**src/rtl/multi_sigma_dac.sv**
```systemverilog
// Multi-channel 1-bit audio DAC modulator. Each channel runs a dithered
// threshold, a first-order or a second-order sigma-delta loop, selected at
// run time. One shared 32-bit LFSR supplies dither noise to every channel;
// each channel sees a differently rotated view of it.
module multi_sigma_dac #(
  parameter int          signalwidth = 16,
  parameter int          channels    = 2,
  parameter logic [31:0] seed        = 32'd123456789
) (
  input  logic                              clk,
  input  logic                              reset_n,
  input  logic                              ce,
  input  logic [1:0]                        mode,
  input  logic                              mute,
  input  logic [channels*signalwidth-1:0]   d,
  input  logic                              d_valid,
  output logic [channels-1:0]               q
);

  // Integrators carry 4 bits of headroom; intermediate sums get 2 more so
  // that adding the sample and subtracting feedback never overflows before
  // the clamp is applied.
  localparam int IW = signalwidth + 4;
  localparam int EW = signalwidth + 6;

  localparam logic [1:0] MODE_DITHER = 2'd0;
  localparam logic [1:0] MODE_SECOND = 2'd2;

  localparam logic signed [EW-1:0] SAT_MAX = {{(EW-IW+1){1'b0}}, {(IW-1){1'b1}}};
  localparam logic signed [EW-1:0] SAT_MIN = {{(EW-IW+1){1'b1}}, {(IW-1){1'b0}}};

  // Clamp a wide signed sum into the integrator range instead of wrapping.
  function automatic logic signed [IW-1:0] sat(input logic signed [EW-1:0] v);
    logic signed [IW-1:0] r;
    if (v > SAT_MAX) begin
      r = SAT_MAX[IW-1:0];
    end else if (v < SAT_MIN) begin
      r = SAT_MIN[IW-1:0];
    end else begin
      r = v[IW-1:0];
    end
    return r;
  endfunction

  logic [31:0] lfsr_q;
  logic [31:0] lfsr_d;
  logic [1:0]  mode_r_q;
  logic        clear;

  // A mode switch or mute wipes every channel's loop state on this edge.
  assign clear = mute | (mode != mode_r_q);

  // Fibonacci LFSR, taps 32,22,2,1 (maximal length).
  always_comb begin
    lfsr_d = {lfsr_q[30:0], lfsr_q[31] ^ lfsr_q[21] ^ lfsr_q[1] ^ lfsr_q[0]};
  end

  // Noise source advances only on enabled cycles, independent of mute.
  always_ff @(posedge clk or negedge reset_n) begin
    if (!reset_n) begin
      lfsr_q <= seed;
    end else if (ce) begin
      lfsr_q <= lfsr_d;
    end
  end

  // Mode is sampled every edge so a change can be detected against it.
  always_ff @(posedge clk or negedge reset_n) begin
    if (!reset_n) begin
      mode_r_q <= MODE_DITHER;
    end else begin
      mode_r_q <= mode;
    end
  end

  for (genvar gi = 0; gi < channels; gi++) begin : g_ch
    localparam int ROT = (7 * gi) % 32;

    logic [signalwidth-1:0]   hold_q;
    logic [signalwidth-1:0]   acc_q;
    logic [signalwidth-1:0]   acc_d;
    logic signed [IW-1:0]     i1_q;
    logic signed [IW-1:0]     i1_d;
    logic signed [IW-1:0]     i2_q;
    logic signed [IW-1:0]     i2_d;
    logic signed [IW-1:0]     i1_sat;
    logic signed [IW-1:0]     i2_sat;
    logic                     q_q;
    logic                     q_d;
    logic [signalwidth-1:0]   noise;
    logic                     dither_bit;
    logic [signalwidth:0]     fsum;
    logic signed [EW-1:0]     hold_ext;
    logic signed [EW-1:0]     fb_ext;
    logic signed [EW-1:0]     i1_sum;
    logic signed [EW-1:0]     i2_sum;

    // Channel noise is the LFSR rotated left by 7*gi bits, low bits taken.
    for (genvar gj = 0; gj < signalwidth; gj++) begin : g_noise
      assign noise[gj] = lfsr_q[(gj + 32 - ROT) % 32];
    end

    // noise + hold carries out exactly when noise exceeds the bitwise
    // complement of hold, so the carry is taken without a full adder output.
    assign dither_bit = (noise > ~hold_q);

    assign fsum     = {1'b0, acc_q} + {1'b0, hold_q};
    assign hold_ext = {{(EW-signalwidth){1'b0}}, hold_q};
    assign fb_ext   = {{(EW-signalwidth-1){1'b0}}, q_q, {signalwidth{1'b0}}};
    assign i1_sum   = {{(EW-IW){i1_q[IW-1]}}, i1_q} + hold_ext - fb_ext;
    assign i1_sat   = sat(i1_sum);
    assign i2_sum   = {{(EW-IW){i2_q[IW-1]}}, i2_q} + {{(EW-IW){i1_sat[IW-1]}}, i1_sat} - fb_ext;
    assign i2_sat   = sat(i2_sum);

    // Next-state selection for this channel's modulator.
    always_comb begin
      q_d   = q_q;
      acc_d = acc_q;
      i1_d  = i1_q;
      i2_d  = i2_q;
      if (clear) begin
        q_d   = 1'b0;
        acc_d = '0;
        i1_d  = '0;
        i2_d  = '0;
      end else if (ce) begin
        case (mode_r_q)
          MODE_DITHER: begin
            q_d = dither_bit;
          end
          MODE_SECOND: begin
            q_d  = !i2_sat[IW-1] && (i2_sat != '0);
            i1_d = i1_sat;
            i2_d = i2_sat;
          end
          default: begin
            q_d   = fsum[signalwidth];
            acc_d = fsum[signalwidth-1:0];
          end
        endcase
      end
    end

    // Sample hold register loads on the strobe regardless of ce.
    always_ff @(posedge clk or negedge reset_n) begin
      if (!reset_n) begin
        hold_q <= '0;
      end else if (d_valid) begin
        hold_q <= d[gi*signalwidth +: signalwidth];
      end
    end

    // Modulator state and registered output bit.
    always_ff @(posedge clk or negedge reset_n) begin
      if (!reset_n) begin
        q_q   <= 1'b0;
        acc_q <= '0;
        i1_q  <= '0;
        i2_q  <= '0;
      end else begin
        q_q   <= q_d;
        acc_q <= acc_d;
        i1_q  <= i1_d;
        i2_q  <= i2_d;
      end
    end

    assign q[gi] = q_q;
  end

endmodule
```
**config.mk**
```make
export PLATFORM = sky130hd
export DESIGN_NAME = multi_sigma_dac
export DESIGN_NICKNAME = d
export VERILOG_FILES = /design/src/rtl/multi_sigma_dac.sv
export SDC_FILE = /design/constraint.sdc
export NUM_CORES = 1
export LEC_CHECK = 0
export BUFFER_PORTS_ARGS = -buffer_cell sky130_fd_sc_hd__buf_2
export CAP_MARGIN = 20
export CORE_AREA = 4 4 163 165
export DETAILED_ROUTE_END_ITERATION = 10
export DIE_AREA = 0 0 167 169
export PLACE_DENSITY = 0.76
export SKIP_LAST_GASP = 1
export SYNTH_ARGS = -nofsm -noshare
export SYNTH_HDL_FRONTEND = slang
export SYNTH_SLANG_ARGS = --single-unit
```
**constraint.sdc**
```tcl
create_clock -name clk -period 10.8 [get_ports clk]
set_clock_uncertainty 0.2 [all_clocks]
set_input_delay 0.54 -clock clk [delete_from_list [all_inputs] [get_ports clk]]
set_output_delay 0.54 -clock clk [all_outputs]
set_load 0.05 [all_outputs]
```
After elaboration in Yosys (flattened, before gate mapping)
Index checks and enable logic that the tools add are counted.
{"block": "totals", "in_bits": 39, "register_bits": 180}
{"block": "classes", "reduce_logical": 12, "n_lt_le_gt_ge": 10, "add_sub_neg": 10, "eq_ne": 3, "bitwise_logic": 6, "mux": 32}
{"operator": "two-way mux 20 bit", "n": 20}
{"operator": "two-way mux 16 bit", "n": 6}
{"operator": "> comparator 22 x 20 -> 1 bit (second input constant)", "n": 4}
{"operator": "less-than comparator 22 x 20 -> 1 bit (second input constant)", "n": 4}
{"operator": "subtractor 21 x 18 -> 22 bit", "n": 4}
{"operator": "adder 20 x 17 -> 21 bit", "n": 2}
{"operator": "adder 20 x 20 -> 21 bit", "n": 2}
{"operator": "nonzero test 20 bit", "n": 2}
{"operator": "adder 16 x 16 -> 17 bit", "n": 2}
{"operator": "> comparator 16 bit", "n": 2}
{"operator": "NOT 16 bit", "n": 2}
{"operator": "two-way mux 1 bit", "n": 4}
{"operator": "one-hot mux 1 bit (2 select lines)", "n": 2}
{"operator": "AND reduction 2 bit", "n": 2}
{"operator": "nonzero test 2 bit", "n": 2}
{"operator": "bitwise XOR 1 bit", "n": 3}
{"operator": "== test 2 bit (second input constant)", "n": 1}
{"operator": "logical AND 1 bit", "n": 2}
{"operator": "zero test 1 bit", "n": 2}
{"operator": "zero test 2 bit", "n": 1}
{"operator": "inequality test 2 x 1 -> 1 bit (second input constant)", "n": 1}
{"operator": "inequality test 2 bit", "n": 1}
{"operator": "OR reduction 2 bit", "n": 1}
{"operator": "bitwise OR 1 bit", "n": 1}

Longest topological paths before layout
{"block": "depth", "word_depth": 15, "depth_mapped": 28}

Worst setup path before layout
No wires, ideal clock.
{"block": "synth_timing", "kind": "register to register", "start": "register g_ch[0].hold_q[2]", "end": "register g_ch[0].i2_q[12]", "path_stages_with_launch": 27, "synth_period_minus_slack_ns": 6.028, "n_path_buf": 2, "path_slack_ns": 4.772, "t_arrival_ns": 5.702, "path_cell_list": "dfrtp_1 -> inv_1 -> ha_1 -> inv_1 -> ha_1 -> nor2b_1 -> o21ai_0 -> a21boi_1 -> o21ai_1 -> o21ai_1 -> o311a_1 -> o21ai_1 -> clkbuf_1 -> a21oi_1 -> ha_1 -> inv_1 -> ha_1 -> and2b_1 -> o31ai_1 -> a211oi_2 -> nor3_1 -> o21bai_1 -> a41oi_1 -> mux2i_1 -> a31oi_4 -> buf_6 -> a221o_1"}
{"block": "synth_via", "elab_chain_len": 13, "elab_cells_between_ends": 15}
{"item": "from (decl)", "line": "79", "text": "logic [signalwidth-1:0] hold_q;"}
{"item": "from (signal assigned)", "line": "149", "text": "hold_q <= d[gi*signalwidth +: signalwidth];"}
{"item": "adder 20 x 17 -> 21 bit (*)", "line": "110", "text": "assign i1_sum = {{(EW-IW){i1_q[IW-1]}}, i1_q} + hold_ext - fb_ext;"}
{"item": "subtractor 21 x 18 -> 22 bit (*)", "line": "110"}
{"item": "less-than comparator 22 x 20 -> 1 bit", "line": "37", "text": "end else if (v < SAT_MIN) begin"}
{"item": "two-way mux 20 bit", "line": "37"}
{"item": "two-way mux 20 bit (*)", "line": "35", "text": "if (v > SAT_MAX) begin"}
{"item": "adder 20 x 20 -> 21 bit (*)", "line": "112", "text": "assign i2_sum = {{(EW-IW){i2_q[IW-1]}}, i2_q} + {{(EW-IW){i1_sat[IW-1]}}, i1_sat} - fb_ext;"}
{"item": "subtractor 21 x 18 -> 22 bit (*)", "line": "112"}
{"item": "less-than comparator 22 x 20 -> 1 bit", "line": "37"}
{"item": "two-way mux 20 bit", "line": "37"}
{"item": "two-way mux 20 bit (*)", "line": "35"}
{"item": "two-way mux 20 bit (*)", "line": "127", "text": "case (mode_r_q)"}
{"item": "two-way mux 20 bit (*)", "line": "126", "text": "end else if (ce) begin"}
{"item": "two-way mux 20 bit (*)", "line": "121", "text": "if (clear) begin"}
{"item": "to (signal assigned)", "line": "164", "text": "i2_q <= i2_d;"}
{"item": "to (decl)", "line": "84", "text": "logic signed [IW-1:0] i2_q;"}
Every way passes the cells marked *; elsewhere a longest branch is shown, timed or not. The select of a mux whose other input is x is not followed.
A chain may end at the register's enable or synchronous reset.

Final worst setup path
{"block": "layout_timing", "start": "register g_ch[0].hold_q[9]", "end": "register g_ch[0].i2_q[16]"}
The elaborated chain is that of the path after synthesis.

==> impl_results.md <==
- Share of layout cells above drive strength 1: 0.0960
- Mapped Nets: 1944
- Commonest register cell after synthesis: dfrtp_1
- Hold path start: mode[0]
- Post-synthesis cell count: 1689
- Int Power: 2.12 mW
- Overflow after GRT: 0
- Number of remaining DRC errors: 0
- Worst IR drop on VDD: 0.204 mV
- Clock sink count: 180
- Die width: 167 um
- Kind of critical path: reg2reg
- Final Net Count: 1960
- Worst Hold End: mode_r_q[0]
- Number of gates resized after CTS: 0
- Clk_lat worst skew: 440 ps
- Hpwl dp: 26000 um
- H-tree levels: 4
- Seq cells post-synth: 180
- Synth Area in Simple Gates: 0.115
- Number of synthesized flops with an enable pin: 0
- Cts bufs inserted: 17
- Routed wire length: 34400 um
- Initial DRC Count: 817
- Reg-to-reg slack, setup: 3800 ps
- Detailed Routing Iterations Pass 1: 5
- Number of max-cap violations: 0
- Worst setup EP type: register
- Vias per cell: 5.95
- Critical Path RT: 10930 ps
- Final non-filler cell total: 2048
- Reg2reg path depth: 25
- R2R Path End: g_ch[0].i2_q[16]
- Total number of vias: 12200
- Worst-Margin Slew: 996 ps
- CORE AREA: 25000 um^2
- Final Hold Fails: 0
- CTS root buf: clkbuf_16
- Setup tns final: 0 ps
- Flop pwr share: 0.211
- CP Data Arrival Time: 7120 ps
- NetSw: 1.84 mW
- FP Rows: 58
- Routed WL per cell: 16.8 um
- Post-synthesis mux area share: 0.0256
- Pwr Density: 248 nW/um^2
- Met2 usage: 0.402
- Layout area overhead: 7.29%
- Number of global-route vias before repair: 12000
- Cell Count Post-Placement: 2014
- Hold depth: 1
- Die area: 28200 um^2
- Port bufs: 40
- ANT nets after route: 0
- Hold crit path type: in2reg
- Antenna violations before repair: 0
- Logic pwr share: 0.629
- Async SR Flop Fraction: 1.00
- Synth Area in XOR/XNOR: 0.0524
- Setup ws final: 3800 ps
- Netlist cell types: 88
- Placed cell area: 15300 um^2
- Final setup fails: 0
- Cell area after synthesis: 14900 um^2
- Antenna diodes: 0
- Clock power share: 0.161
- Largest net degree at the start of global routing: 83
- Unrepaired setup endpoints after global routing: false
- Seq/Total Area, Yosys: 0.304
- GPL Wtd Cong: 0.886
- Top Usage Layer GRT: met2
- Worst r2r src: g_ch[0].hold_q[9]
- Syn_area_per_cell: 8.80 um^2
- Met3 GRT Util: 0.0339
- Post-synthesis adder-cell area fraction: 0.184
- GR Layer Usage met1: 0.340
- Static Leak: 7.99 nW
- Critical Path Source Type: register
- Clock Pin Slew Worst Setup and Hold Paths: 80 ps
- Net Sw Frac: 0.464
- Compound-cell area share of the yosys netlist: 0.233
- Main combinational cell family by area after synthesis: compound AO/OA/AOI/OAI gates
- CTS tree: done
- Min cycle time layout: 7000 ps
- Fin crit share: 0.648
- Slew Limit Fails: 0
- Synthesis Warnings: 0
- Outcome: finished clean
- CP max FO: 37
- DP Worst Slack: 3890 ps
- Initial Util: 0.594
- Total track usage: 0.245
- Clk buf depth: 2
- Max_slew headroom: 0.336
- Die Y: 169 um
- Max Freq: 143 MHz
- IO Pins: 41
- First-pass GRT wire length: 57800 um
- Fin area: 15900 um^2
==> metrics by stage <==
stage	hold WS [ps]	total power, mW	utilization
5_1_grt	28.6	4.30	0.637
6_report	34.0	3.95	0.637
3_5_place_dp	264	3.29	0.612
3_3_place_gp	261	3.23	0.612
4_1_cts	23.1	3.94	0.636
2_1_floorplan	44.4	2.78	-
==> layer usage <==
metal / share of wire / up-vias / routed length [um]
li1: - / 6022 / -
met1: 0.47 / 5844 / 16300
met2: 0.46 / 270 / 15900
met3: 0.043 / 54 / 1470
met4: 0.019 / 0 / 645
met5: 0 / - / 0
==> state kept, by name, summed over array words and instances (netlist names) <==
signal	count
lfsr_q	32
g_ch.i1_q	40
mode_r_q	2
g_ch.acc_q	32
g_ch.hold_q	32
g_ch.i2_q	40
g_ch.q_q	2
==> cell usage after synthesis (4+ instances only) <==
cell type | number | area share
ha_1 | 212 | 0.18
a31o_2 | 4 | 0.0024
or3_1 | 8 | 0.0034
dfrtp_1 | 164 | 0.28
a32o_1 | 4 | 0.0027
a21o_1 | 46 | 0.023
clkbuf_1 | 37 | 0.0093
o21bai_1 | 14 | 0.0071
buf_4 | 4 | 0.0020
nand4_1 | 10 | 0.0042
a32oi_1 | 18 | 0.011
a41oi_1 | 4 | 0.0024
nor2_1 | 52 | 0.013
nor4_1 | 4 | 0.0017
a221o_1 | 34 | 0.023
nor2b_1 | 19 | 0.0080
o21ai_1 | 9 | 0.0030
or4_1 | 6 | 0.0030
a311oi_1 | 4 | 0.0024
and3_1 | 7 | 0.0029
a211oi_1 | 7 | 0.0035
dfstp_2 | 16 | 0.028
a2111oi_0 | 5 | 0.0029
xor2_1 | 25 | 0.015
fa_1 | 4 | 0.0054
a22o_1 | 27 | 0.016
a21oi_1 | 121 | 0.041
and4_1 | 6 | 0.0035
nand3b_1 | 5 | 0.0025
nor3_1 | 31 | 0.010
nand2_1 | 133 | 0.034
and2_1 | 8 | 0.0034
nand3_1 | 20 | 0.0067
o21ai_0 | 80 | 0.027
o31ai_1 | 9 | 0.0045
a31oi_1 | 18 | 0.0076
o21a_1 | 13 | 0.0066
buf_2 | 7 | 0.0024
or2_2 | 8 | 0.0034
o211ai_1 | 26 | 0.013
a211o_1 | 9 | 0.0053
nand2b_1 | 17 | 0.0072
inv_1 | 276 | 0.070
xnor2_1 | 64 | 0.038
mux2_2 | 32 | 0.024
==> cells by family after synthesis <==
| logic type | count (synthesis) |
|---|---|
| buffers and inverters | 330 |
| and+or+nand+nor | 347 |
| xor gates and xnor gates | 89 |
| AOI/OAI and AO/OA | 493 |
| adders and majority gates | 216 |
| DFF | 180 |
| muxes | 34 |
==> critical path, stage by stage (launching register included) <==
cell and delay [ps]:
dfrtp_1 380, inv_1 100, ha_1 280, inv_1 40, ha_1 360, a21oi_1 300
nand2b_1 150, o221ai_1 150, o41ai_2 500, o311ai_1 260, nor2_1 190, o21ai_2 70
buf_4 260, a21oi_1 230, ha_1 180, inv_1 40, ha_1 310, and2b_1 200
o31ai_1 320, a211oi_2 160, nor3_1 400, o21bai_1 170, a41oi_1 340, mux2i_1 520
a31oi_4 340, a221o_1 400
==> how the worst max path moves through the flow <==
stage	cells past startpoint	end	start	slack [ps]
6_report	25	g_ch[0].i2_q[16]	g_ch[0].hold_q[9]	3800
5_1_grt	25	g_ch[0].i2_q[16]	g_ch[0].hold_q[9]	3360
4_1_cts	25	g_ch[0].i2_q[16]	g_ch[0].hold_q[7]	3870
3_5_place_dp	25	g_ch[0].i2_q[14]	g_ch[0].hold_q[7]	3890
3_3_place_gp	25	g_ch[0].i2_q[6]	g_ch[0].hold_q[7]	3910
2_1_floorplan	26	g_ch[0].i2_q[12]	g_ch[0].hold_q[2]	4770
==> placed cells by master, fill, tap and decap left out, drive strengths merged, types with 10 or more instances in the layout <==
| cell | Yosys | final |
|---|---|---|
| mux2 | 32 | 32 |
| xnor2 | 64 | 64 |
| a21oi | 124 | 124 |
| nand3 | 20 | 20 |
| a31oi | 19 | 19 |
| nor3 | 32 | 32 |
| nor2 | 53 | 53 |
| dfrtp | 164 | 164 |
| or2 | 10 | 10 |
| a22o | 27 | 27 |
| o21bai | 14 | 14 |
| a21o | 46 | 46 |
| xor2 | 25 | 25 |
| nor2b | 19 | 19 |
| o211ai | 28 | 28 |
| a32oi | 18 | 18 |
| o21ai | 90 | 90 |
| inv | 277 | 283 |
| ha | 212 | 212 |
| nand4 | 11 | 11 |
| dfstp | 16 | 16 |
| nand2b | 17 | 17 |
| o21a | 13 | 13 |
| nand2 | 133 | 133 |
| buf | 16 | 48 |
| a221o | 34 | 34 |
| clkbuf | 37 | 18 |
==> final cells by class <==
cell class              instances  area, um^2
multi-input cells            1179        9080
inverters                     277        1040
flip-flops and latches        180        4520
well taps                     330         413
fillers                      2123        9090
clock buffers                  17         425
clock inverters                15         168
repair buffers                 50         299
==> power groups by stage <==
stage / Sequential (mW) / Combinational (mW) / Clock [mW]
after floorplan: 0.816 / 1.97 / 0
after global placement: 0.845 / 2.39 / 0
final: 0.833 / 2.49 / 0.636
after detailed placement: 0.847 / 2.44 / 0
after CTS: 0.835 / 2.46 / 0.647
after global routing: 0.843 / 2.78 / 0.673
==> what timing repair did <==
item,4_1_cts,5_1_grt
buffers inserted,0,0
endpoints found under the hold margin,67,0
hold buffers,1,0
Power figures use the tool's default switching activity.
